`config.mk`:
```
export PLATFORM = sky130hd
export DESIGN_NAME = calc_entry_sequencer_flat
export DESIGN_NICKNAME = d
export VERILOG_FILES = /design/src/rtl/calc_entry_sequencer_pkg.sv /design/src/rtl/calc_entry_sequencer_if.sv /design/src/rtl/calc_entry_sequencer_btn_debouncer.sv /design/src/rtl/calc_entry_sequencer.sv /design/src/flat_wrapper.sv
export SDC_FILE = /design/constraint.sdc
export NUM_CORES = 1
export LEC_CHECK = 0
export BUFFER_PORTS_ARGS = -buffer_cell sky130_fd_sc_hd__clkbuf_2
export CORE_MARGIN = 1.5
export CORE_UTILIZATION = 55
export CTS_CLUSTER_SIZE = 24
export DETAILED_ROUTE_END_ITERATION = 6
export HOLD_SLACK_MARGIN = 0.1
export PLACE_DENSITY = 0.88
export SLEW_MARGIN = 20
export SYNTH_ARGS = -nofsm -noshare
export SYNTH_HDL_FRONTEND = slang
export SYNTH_SLANG_ARGS = --single-unit
```
`constraint.sdc`:
```
create_clock -name clk -period 2.3 [get_ports clk]
set_input_delay 0.46 -clock clk [delete_from_list [all_inputs] [get_ports clk]]
set_output_delay 0.46 -clock clk [all_outputs]
set_load 0.05 [all_outputs]
```
`src/rtl/calc_entry_sequencer_pkg.sv`:
```
// Shared definitions for the calculator entry side and its arithmetic core.
// Contents:
//   - Opcode values that appear on the op bus.
//   - State encoding of the entry sequencer.
//   - Bit positions of the one-hot state LED vector.
//   - Helper that decodes a state into its LED vector.
package calc_pkg;

   localparam logic [1:0] OP_ADD = 2'b00;
   localparam logic [1:0] OP_SUB = 2'b01;
   localparam logic [1:0] OP_MUL = 2'b10;
   localparam logic [1:0] OP_DIV = 2'b11;

   localparam logic [2:0] ST_GET_A  = 3'd0;
   localparam logic [2:0] ST_GET_B  = 3'd1;
   localparam logic [2:0] ST_GET_OP = 3'd2;
   localparam logic [2:0] ST_RUN    = 3'd3;
   localparam logic [2:0] ST_SHOW   = 3'd4;
   localparam logic [2:0] ST_ERR    = 3'd5;

   typedef enum logic [2:0] {
      S_GET_A  = ST_GET_A,
      S_GET_B  = ST_GET_B,
      S_GET_OP = ST_GET_OP,
      S_RUN    = ST_RUN,
      S_SHOW   = ST_SHOW,
      S_ERR    = ST_ERR
   } state_t;

   localparam int LED_W      = 6;
   localparam int LED_GET_A  = 0;
   localparam int LED_GET_B  = 1;
   localparam int LED_GET_OP = 2;
   localparam int LED_RUN    = 3;
   localparam int LED_SHOW   = 4;
   localparam int LED_ERR    = 5;

   // Unused encodings light GET_A, which is where the FSM recovers to.
   function automatic logic [LED_W-1:0] state_to_leds(state_t s);
      logic [LED_W-1:0] l;
      l = '0;
      case (s)
         S_GET_A:  l[LED_GET_A]  = 1'b1;
         S_GET_B:  l[LED_GET_B]  = 1'b1;
         S_GET_OP: l[LED_GET_OP] = 1'b1;
         S_RUN:    l[LED_RUN]    = 1'b1;
         S_SHOW:   l[LED_SHOW]   = 1'b1;
         S_ERR:    l[LED_ERR]    = 1'b1;
         default:  l[LED_GET_A]  = 1'b1;
      endcase
      return l;
   endfunction

endpackage

```
`src/rtl/calc_entry_sequencer_if.sv`:
```
// Handshake between the entry sequencer and the arithmetic core.
// Signals:
//   a, b   - captured operands
//   op     - captured opcode
//   start  - one-cycle pulse, operands valid
//   done   - level from core, result valid
//   ack    - one-cycle pulse, result consumed
// Modports:
//   master - sequencer side
//   slave  - core side
interface calc_entry_sequencer_if;
   logic [15:0] a;
   logic [15:0] b;
   logic [1:0]  op;
   logic        start;
   logic        done;
   logic        ack;

   modport master (output a, b, op, start, ack, input done);
   modport slave  (input a, b, op, start, ack, output done);
endinterface

```
`src/rtl/calc_entry_sequencer_btn_debouncer.sv`:
```
// Pushbutton conditioner: 2-flop synchronizer, stability counter and
// rising-edge press pulse.
// Ports:
//   clk   - system clock
//   reset - synchronous active-high reset
//   raw   - asynchronous button level
//   press - one-cycle pulse on the debounced 0->1 transition
// A level change is accepted after DEBOUNCE_CYCLES consecutive cycles of
// disagreement between the synchronized and debounced levels, giving a
// raw-to-press latency of 2 + DEBOUNCE_CYCLES cycles.
module btn_debouncer #(
   parameter int DEBOUNCE_CYCLES = 1000000,
   parameter int CNT_W           = 20
) (
   input  logic clk,
   input  logic reset,
   input  logic raw,
   output logic press
);

   localparam logic [CNT_W-1:0] CNT_LAST = CNT_W'(DEBOUNCE_CYCLES - 1);

   logic             sync1;
   logic             sync2;
   logic             level;
   logic [CNT_W-1:0] cnt;

   always_ff @(posedge clk) begin
      if (reset) begin
         sync1 <= 1'b0;
         sync2 <= 1'b0;
         level <= 1'b0;
         cnt   <= '0;
         press <= 1'b0;
      end else begin
         sync1 <= raw;
         sync2 <= sync1;
         press <= 1'b0;
         if (sync2 != level) begin
            if (cnt == CNT_LAST) begin
               level <= sync2;
               cnt   <= '0;
               // Only the release->press direction produces a pulse.
               press <= sync2;
            end else begin
               cnt <= cnt + CNT_W'(1);
            end
         end else begin
            cnt <= '0;
         end
      end
   end

endmodule

```
`src/rtl/calc_entry_sequencer.sv`:
```
// Calculator entry sequencer: debounces Confirm/Cancel, captures operand A,
// operand B and the opcode from the switches, starts the arithmetic core,
// waits for its result and acknowledges it once the user has seen it.
// Divide-by-zero is trapped here so the core is never started with it.
// Ports:
//   clk, reset   - system clock, synchronous active-high reset
//   btn_confirm  - raw Confirm button
//   btn_cancel   - raw Cancel button
//   sw           - 16 switch inputs
//   core         - handshake to the arithmetic core (master side)
//   err          - high while in ERR
//   state_leds   - one-hot state {ERR, SHOW, RUN, GET_OP, GET_B, GET_A}
//
// state  | meaning
// GET_A  | waiting for operand A on Confirm, Cancel clears A
// GET_B  | waiting for operand B on Confirm, Cancel back to GET_A
// GET_OP | waiting for opcode on Confirm, Cancel back to GET_B
// RUN    | core started, waiting for done, buttons ignored
// SHOW   | result shown, any press acks the core
// ERR    | divide-by-zero trapped, any press returns to GET_A
module calc_entry_sequencer
   import calc_pkg::*;
#(
   parameter int DEBOUNCE_CYCLES = 1000000,
   parameter int CNT_W           = 20
) (
   input  logic                  clk,
   input  logic                  reset,
   input  logic                  btn_confirm,
   input  logic                  btn_cancel,
   input  logic [15:0]           sw,
   calc_entry_sequencer_if.master core,
   output logic                  err,
   output logic [LED_W-1:0]      state_leds
);

   logic        c_press;
   logic        x_press;
   state_t      state;
   logic [15:0] a_q;
   logic [15:0] b_q;
   logic [1:0]  op_q;
   logic        start_q;
   logic        ack_q;
   logic        err_q;

   btn_debouncer #(
      .DEBOUNCE_CYCLES (DEBOUNCE_CYCLES),
      .CNT_W           (CNT_W)
   ) u_db_confirm (
      .clk   (clk),
      .reset (reset),
      .raw   (btn_confirm),
      .press (c_press)
   );

   btn_debouncer #(
      .DEBOUNCE_CYCLES (DEBOUNCE_CYCLES),
      .CNT_W           (CNT_W)
   ) u_db_cancel (
      .clk   (clk),
      .reset (reset),
      .raw   (btn_cancel),
      .press (x_press)
   );

   always_ff @(posedge clk) begin
      if (reset) begin
         state   <= S_GET_A;
         a_q     <= '0;
         b_q     <= '0;
         op_q    <= OP_ADD;
         start_q <= 1'b0;
         ack_q   <= 1'b0;
         err_q   <= 1'b0;
      end else begin
         start_q <= 1'b0;
         ack_q   <= 1'b0;
         case (state)
            // In the entry states Cancel takes priority over a coincident Confirm.
            S_GET_A: begin
               if (x_press) begin
                  a_q <= '0;
               end else if (c_press) begin
                  a_q   <= sw;
                  state <= S_GET_B;
               end
            end
            S_GET_B: begin
               if (x_press) begin
                  state <= S_GET_A;
               end else if (c_press) begin
                  b_q   <= sw;
                  state <= S_GET_OP;
               end
            end
            S_GET_OP: begin
               if (x_press) begin
                  state <= S_GET_B;
               end else if (c_press) begin
                  if (sw[1:0] == OP_DIV && b_q == '0) begin
                     op_q  <= OP_DIV;
                     err_q <= 1'b1;
                     state <= S_ERR;
                  end else begin
                     op_q    <= sw[1:0];
                     start_q <= 1'b1;
                     state   <= S_RUN;
                  end
               end
            end
            S_RUN: begin
               if (core.done) begin
                  state <= S_SHOW;
               end
            end
            S_SHOW: begin
               if (c_press || x_press) begin
                  ack_q <= 1'b1;
                  state <= S_GET_A;
               end
            end
            S_ERR: begin
               if (c_press || x_press) begin
                  err_q <= 1'b0;
                  state <= S_GET_A;
               end
            end
            default: begin
               err_q <= 1'b0;
               state <= S_GET_A;
            end
         endcase
      end
   end

   assign core.a     = a_q;
   assign core.b     = b_q;
   assign core.op    = op_q;
   assign core.start = start_q;
   assign core.ack   = ack_q;
   assign err        = err_q;

   always_comb begin
      state_leds = state_to_leds(state);
   end

endmodule

```
`src/flat_wrapper.sv`:
```
// flat-port wrapper written by rule: the top's interface ports become plain ports
module calc_entry_sequencer_flat import calc_pkg::*;
#(
   parameter int DEBOUNCE_CYCLES = 1000000,
   parameter int CNT_W           = 20
)
  (clk, reset, btn_confirm, btn_cancel, sw, err, state_leds, core_a, core_b, core_op, core_start, core_ack, core_done);
  calc_entry_sequencer_if core_i ();
  input  logic clk;
  input  logic reset;
  input  logic btn_confirm;
  input  logic btn_cancel;
  input  logic [15:0] sw;
  output logic err;
  output logic [LED_W-1:0] state_leds;
  output wire logic [$bits(core_i.a)-1:0] core_a;
  output wire logic [$bits(core_i.b)-1:0] core_b;
  output wire logic [$bits(core_i.op)-1:0] core_op;
  output wire logic [$bits(core_i.start)-1:0] core_start;
  output wire logic [$bits(core_i.ack)-1:0] core_ack;
  input wire logic [$bits(core_i.done)-1:0] core_done;
  assign core_a = core_i.a;
  assign core_b = core_i.b;
  assign core_op = core_i.op;
  assign core_start = core_i.start;
  assign core_ack = core_i.ack;
  assign core_i.done = core_done;
  calc_entry_sequencer #(.DEBOUNCE_CYCLES(DEBOUNCE_CYCLES), .CNT_W(CNT_W)) u_core (.clk(clk), .reset(reset), .btn_confirm(btn_confirm), .btn_cancel(btn_cancel), .sw(sw), .core(core_i), .err(err), .state_leds(state_leds));
endmodule
```
# After elaboration in Yosys (flattened, before gate mapping)
# Cells that the tools add are included.
dict set report word_totals {
  register_bits 88
  input_bits 21
  out_inout_bits 43
  wordCells 95
}
dict set report classes {
  addsub 2
  n_eq_ne 20
  muxes 26
  bitwise 9
  reduce_logical 21
}
# cell count
set ops {}
lappend ops {{$add A20 B1 Y20 const B} 2}
lappend ops {{$eq A20 B20 Y1 const B} 2}
lappend ops {{$mux W16} 2}
lappend ops {{$mux W3} 9}
lappend ops {{$logic_not A16 Y1} 1}
lappend ops {{$pmux W3 S5} 1}
lappend ops {{$mux W1} 12}
lappend ops {{$reduce_or A3 Y1} 4}
lappend ops {{$ne A2 B2 Y1 const B} 5}
lappend ops {{$not A1 Y1} 9}
lappend ops {{$reduce_or A4 Y1} 2}
lappend ops {{$eq A3 B2 Y1 const B} 2}
lappend ops {{$eq A3 B3 Y1 const B} 2}
lappend ops {{$ne A2 B1 Y1 const B} 3}
lappend ops {{$ne A3 B3 Y1 const B} 2}
lappend ops {{$reduce_and A2 Y1} 3}
lappend ops {{$reduce_and A3 Y1} 2}
lappend ops {{$reduce_and A6 Y1} 1}
lappend ops {{$reduce_and A5 Y1} 1}
lappend ops {{$reduce_or A5 Y1} 1}
lappend ops {{$reduce_or A2 Y1} 2}
lappend ops {{$eq A3 B1 Y1 const B} 1}
lappend ops {{$logic_not A3 Y1} 1}
lappend ops {{$pmux W1 S3} 1}
lappend ops {{other kinds (6)} 7}

# Logic depth before layout (Yosys ltp)
# Gate-level depths: netlist of run 1.
dict set report depth {
  word_depth 6
  mapped_depth 7
  mapped_depth_nobuf 5
}

# By module
# Synthesis of run 1 repeated with hierarchy kept, for this count alone.
dict set report hier_totals {
  hier_cells 429
  area_unflattened_um2 3733.6
}
# mod instances cells_each area_per_inst_um2 seq_area_each_um2
set modules_own_cells {}
lappend modules_own_cells {calc_entry_sequencer 1 182 1570.3 800.8}
lappend modules_own_cells {{btn_debouncer at u_core.u_db_confirm} 1 123 1084.8 480.5}
lappend modules_own_cells {{btn_debouncer at u_core.u_db_cancel} 1 124 1078.5 480.5}

# Least setup slack after synthesis of run 1
# Ideal clock, no wire load.
dict set report synth_path {
  kind {register to output}
  start {register u_core.state[2]}
  end {output state_leds[5]}
  arrival_ps 1877
  required_time_ps 1840
  setup_slack_ps -37
  path_stages_with_launch 4
  n_path_buf 1
  cell_sequence {dfxtp_1 clkbuf_1 inv_1 nor3b_1}
}
dict set report synth_between {
  elab_chain_len 2
}
# element line_no
set synth_lines {}
lappend synth_lines {{start: declaration} calc_entry_sequencer.sv:39} ;# state_t state;
lappend synth_lines {{start signal: assignment} calc_entry_sequencer.sv:69} ;# state <= S_GET_A;
lappend synth_lines {{start signal: assignment} calc_entry_sequencer.sv:86} ;# state <= S_GET_B;
lappend synth_lines {{start signal: assignment} calc_entry_sequencer.sv:91} ;# state <= S_GET_A;
lappend synth_lines {{$eq A3 B3 Y1} calc_entry_sequencer_pkg.sv:42} ;# case (s)
lappend synth_lines {{$mux W1} calc_entry_sequencer_pkg.sv:42}
lappend synth_lines {{end: declaration} flat_wrapper.sv:15} ;# output logic [LED_W-1:0] state_leds;
# Every way passes these cells.

# Worst setup path after layout of run 1
dict set report layout_path {
  start {register u_core.state[2]}
  end {output state_leds[4]}
}
# Same word-level chain as after synthesis.

==> flow_summary.toml, run 1 <==
[placement]
dp_slack_ns = 0.308
hpwlAfterDp_mm = 5.51
globalplace.congestion = 0.925
io_buffers = 63

[sta]
finalCriticalPeriod_ns = 2.16
rsz0062_at_grt = "no"
worst_slack_ns = 0.139
slew_violations = 0
max_freq_ghz = 0.463
fin_skew_ns = 0.00492
setup-violations-final = 0
fin_tns_setup_ns = 0
worst_pin_slew_ns = 0.572
slew_headroom_pct = 61.8
hold_violations = 0
period_share_pct = 94.0

[clock_tree]
clkTransAtPathRegs_ns = 0.08
numCtsBuffers = 9
cts-root-buf = "clkbuf_8"
post_cts_buffers = 0
ctsHoldBuffers = 0
clock_sinks = 88
post_cts_resized = 0
insertion_delay_ns = 0.35
cts_max_level = 3
cts_tree = "yes"
cts.path.max_buffers = 2

[logic_synthesis]
synth_edf_count = 0
synth.most_common_cell = "dfxtp_1"
ys_warn_count = 0
ys_types = 44
ys.flop_type = "dfxtp_1"
synth_top_cell_by_area = "dfxtp_1"
synth.avg_cell_area_um2 = 8.56
synth_common_cells = "dfxtp_1 (88), nor2_1 (56), nand2_1 (46)"
seq_area_frac_synth_pct = 48.2
syn_nets = 450
syn_area_um2 = 3650
postSynthCellCount = 427
synth_top_area_share_pct = 48.2
synthTopCellsByArea = "dfxtp_1 (48%), nor2_1 (5.8%), nand2_1 (4.7%)"
async_reset_ff_share_pct = 0
ys_seq_elements = 88

[floorplanning]
io_pins = 64
die_area_um2 = 7140
die_w_um = 84.5
num_rows = 29
fp.dieH_um = 84.5
initial_core_util_pct = 57.2
core_um2 = 6390

[power]
p_total_w = 0.00275
irDropWorstVdd_mv = 0.440
powerDensity_nw_per_um2 = 646
leakagePower_nw = 1.56

[worst_setup_path]
cp_max_fo = 12
startpoint_type = "flop"
ff2ff_setup_slack_ns = 0.30
path_class = "reg2out"
critPathMaxStageDelay_ns = 0.57
critPathRequiredTime_ns = 1.84
path_delay_family = "flip-flops"
crit_path_end_kind = "output port"
crit_buf_inv = 2
crit_arrival_ns = 1.70
crit_slowest_cell = "dfxtp_1"
path_cells = "inv_1 -> nor3_1 -> clkbuf_2"

[global_route]
grt_pass1_wl_mm = 13.5
grt_start_max_net_pins = 27
grt_pass1_vias = 3072
grt.overflow.total = 0
grt_usage_pct = 23.0
antenna_found_initial = 0

[drt]
vias = 3246
drt_iter0_markers = 184
wl_mm = 7.88
viasPerCell = 5.72
drt_pass1_iterations = 5
ant_nets = 0
drc = 0
wl_per_cell_um = 13.9

[final_layout]
drive_gt1_share_pct = 19.0
antenna_cells = 0
fillers = 479
finalNetCount = 509
area_growth_pct = 16.7

[status]
status = "finished clean"

[run]
drv_cap = 0

[min_path]
hold_class = "in2reg"
## worst min-delay path: stages
cell      delay, ns
clkbuf_2       0.09
nand2_1        0.05
a21oi_1        0.05
## layout by cell type (no fill, tap or decap), drive strengths merged, types with 10 or more instances in the layout
master,Yosys,final
nand2,46,46
nand4,12,12
xnor2,14,14
nor2,56,56
clkbuf,17,75
xor2,13,13
inv,10,10
a21oi,31,31
a22oi,17,17
dfxtp,88,88
or4,12,12
nand3,16,16
or3,10,10
nor4,10,10
## worst paths after layout
path / startpoint / to / cells past startpoint
setup reg to reg: u_core.u_db_confirm.cnt[0] / u_core.u_db_confirm.cnt[14] / 5
hold reg to reg: u_core.u_db_cancel.sync1 / u_core.u_db_cancel.sync2 / 1
hold / removal: sw[6] / u_core.core.b[6] / 3
setup / recovery: u_core.state[2] / state_leds[4] / 3
## sequential cells by signal, indices dropped and copies added (netlist names)
name / cells
u_core.u_db_cancel.cnt: 20
u_core.state: 3
u_core.u_db_confirm.level: 1
u_core.u_db_confirm.sync1: 1
u_core.u_db_confirm.sync2: 1
u_core.core.a: 16
u_core.u_db_confirm.press: 1
u_core.err: 1
u_core.core.start: 1
u_core.u_db_cancel.sync2: 1
u_core.core.b: 16
u_core.u_db_cancel.press: 1
u_core.core.op: 2
u_core.u_db_confirm.cnt: 20
u_core.u_db_cancel.sync1: 1
u_core.core.ack: 1
u_core.u_db_cancel.level: 1
## stage by stage
| stage | instance area (µm²) | util, % | instances | hold slack, ns |
|---|---|---|---|---|
| 2_1_floorplan | 3660 | - | 427 | 0.414 |
| 3_3_place_gp | 4050 | 63.3 | 552 | 0.418 |
| 4_1_cts | 4270 | 66.8 | 567 | 0.332 |
| 3_5_place_dp | 4050 | 63.3 | 552 | 0.440 |
| 5_1_grt | 4270 | 66.8 | 567 | 0.346 |
| 6_report | 4270 | 66.8 | 567 | 0.339 |
## layer usage
metal  routed length (µm)  track usage, %
met3                  385            5.11
met4                  150            10.9
met2                 3850            38.4
met5                    0               0
met1                 3490            28.4
## cell families after synthesis
| logic type | share of synthesized area [%] |
|---|---|
| AO/OA/AOI/OAI | 12.5 |
| XOR/XNOR | 6.47 |
| adder cells (fa/ha/maj) | 0.685 |
| buffers and inverters | 3.56 |
| flip-flops | 48.2 |
| multiplexers | 0.548 |
| AND/OR/NAND/NOR | 28.0 |
## report_power, final
part | internal [W] | switching (W) | leakage [nW]
clock network | 0.000664 | 0.000504 | 0.112
registers | 0.00153 | 0.00000324 | 0.709
logic | 0.0000214 | 0.0000340 | 0.740
total | 0.00221 | 0.000542 | 1.56
## layout make-up
| cell class | instances | area, µm² | area share (%) |
|---|---|---|---|
| multi-input combinational | 306 | 1770 | 41.6 |
| sequential | 88 | 1760 | 41.3 |
| timing repair buffer | 71 | 375 | 8.80 |
| clock buffer | 12 | 155 | 3.64 |
| inverter | 10 | 37.5 | 0.880 |
| clock inverter | 3 | 65.1 | 1.53 |
| tap | 77 | 96.3 | 2.26 |
Power figures use the tool's default switching activity.
==> run 2: changes to the inputs <==
- RECOVER_POWER: unset -> 50
==> run 2 against run 1 <==
Non-clock buffer count stayed put. Combinational power fell by 0.9%. Sequential power is essentially flat. Highest routed layer unchanged. Flip-flop and latch count unchanged. First-iteration DRC count is 23% lower. Clock power barely moved. Fmax grew 0.57%. Setup slack improved by 0.012 ns. Via count up 0.34%. Die area is the same. Worst hold slack improved by 0.0021 ns.
==> flow_summary.toml, run 2 (same netlist as run 1, synthesis figures left out) <==
[status]
status = "finished clean"

[final_layout]
largestRegisters = "u_core.u_db_cancel.cnt (20), u_core.u_db_confirm.cnt (20)"
drive_gt1_share_pct = 11.0
area_growth_pct = 15.2
fin_cells = 567
layout_commonest_cell = "dfxtp_1"
fillers = 503
final_cell_mix = "dfxtp_1 (88), nor2_1 (56), nand2_1 (46)"
final_area_um2 = 4210
finalNetCount = 509
antenna_cells = 0

[run]
drv_cap = 0

[placement]
hpwlAfterDp_mm = 5.51
globalplace.congestion = 0.925
detailed_place.area_um2 = 4050
io_buffers = 63
dp_cells = 552

[drt]
ant_nets = 0
met3_length_um = 430
drc = 0
wl_mm = 7.94
wl_met1_mm = 3.51
wl_per_cell_um = 14.0
vias = 3257
viasPerCell = 5.74
wl_met2_mm = 3.84
routed.top_layer = "met4"
drt_pass1_iterations = 5
drt_iter0_markers = 142

[clock_tree]
cts_tree = "yes"
post_cts_resized = 0
cts_max_level = 3
clock_sinks = 88
ctsHoldBuffers = 0
cts-root-buf = "clkbuf_8"
clkTransAtPathRegs_ns = 0.08
insertion_delay_ns = 0.35
numCtsBuffers = 9
post_cts_buffers = 0
cts.path.max_buffers = 2

[global_route]
grt_pass1_vias = 3072
antenna_found_initial = 0
grt_usage_pct = 23.0
grt.overflow.total = 0
grt_start_max_net_pins = 27
grt_pass1_wl_mm = 13.5

[floorplanning]
fp.dieH_um = 84.5
die_w_um = 84.5
num_rows = 29
initial_core_util_pct = 57.2
core_um2 = 6390
io_pins = 64
die_area_um2 = 7140

[sta]
slew_violations = 0
period_share_pct = 93.4
hold_violations = 0
finalCriticalPeriod_ns = 2.15
rsz0062_at_grt = "no"
max_freq_ghz = 0.465
fin_skew_ns = 0.00760
worst_pin_slew_ns = 1.07
setup-violations-final = 0
slew_headroom_pct = 28.4

[worst_setup_path]
path_class = "reg2out"
crit_path_end_kind = "output port"
crit_arrival_ns = 1.69
critPathRequiredTime_ns = 1.84
cp_max_fo = 12
startpoint_type = "flop"

[power]
irDropWorstVdd_mv = 0.439
powerDensity_nw_per_um2 = 654
leakagePower_nw = 1.43

[min_path]
hold_class = "in2reg"
==> run 2: cell types whose count changed in the layout (fill, tap and decap cells not counted), sizes merged <==
cell,change
clkbuf,+1
buf,-1
==> run 2: area by class of cell <==
class | instances | area, µm² | share of cell area, %
multi-input combinational | 306 | 1770 | 42.0
sequential | 88 | 1760 | 41.8
timing repair buffer | 71 | 325 | 7.72
clock buffer | 12 | 155 | 3.68
tap | 77 | 96.3 | 2.29
clock inverter | 3 | 65.1 | 1.54
inverter | 10 | 37.5 | 0.891
==> run 2: metal layers <==
metal,global-route usage (%),vias up
met3,5.11,13
met4,10.9,0
met2,38.4,106
met1,28.4,1515
li1,-,1623
met5,0,-
==> run 2: critical path: stages (launching register included) <==
cell      delay, ns
dfxtp_1        0.56
inv_1          0.16
nor3_1         0.29
clkbuf_2       0.33
==> run 2: through the flow <==
stage	setup TNS (ns)	total power (W)	hold WS [ns]	setup slack (ns)	utilization (%)
global route	0	0.00284	0.346	0.0404	65.9
global placement	0	0.00162	0.418	0.375	63.3
detailed placement	0	0.00162	0.440	0.308	63.3
CTS	0	0.00277	0.332	0.147	66.8
floorplan	-0.00529	0.00159	0.414	-0.00529	-
finish	0	0.00275	0.341	0.151	65.9
==> run 2: report_power, final <==
group	switching, W	internal [W]	leakage (nW)
combinational	0.0000342	0.0000207	0.606
sequential	0.00000324	0.00153	0.709
clock	0.000505	0.000664	0.112
total	0.000543	0.00221	1.43
==> run 2: final timing paths <==
path	start	to	slack, ns	cells after the start
worst max register to register	u_core.u_db_cancel.cnt[9]	u_core.u_db_cancel.cnt[19]	0.27	5
worst min-delay path	sw[6]	u_core.core.b[6]	0.34	3
worst max-delay path	u_core.state[2]	state_leds[4]	0.15	3
worst min register to register	u_core.u_db_cancel.sync1	u_core.u_db_cancel.sync2	0.44	1
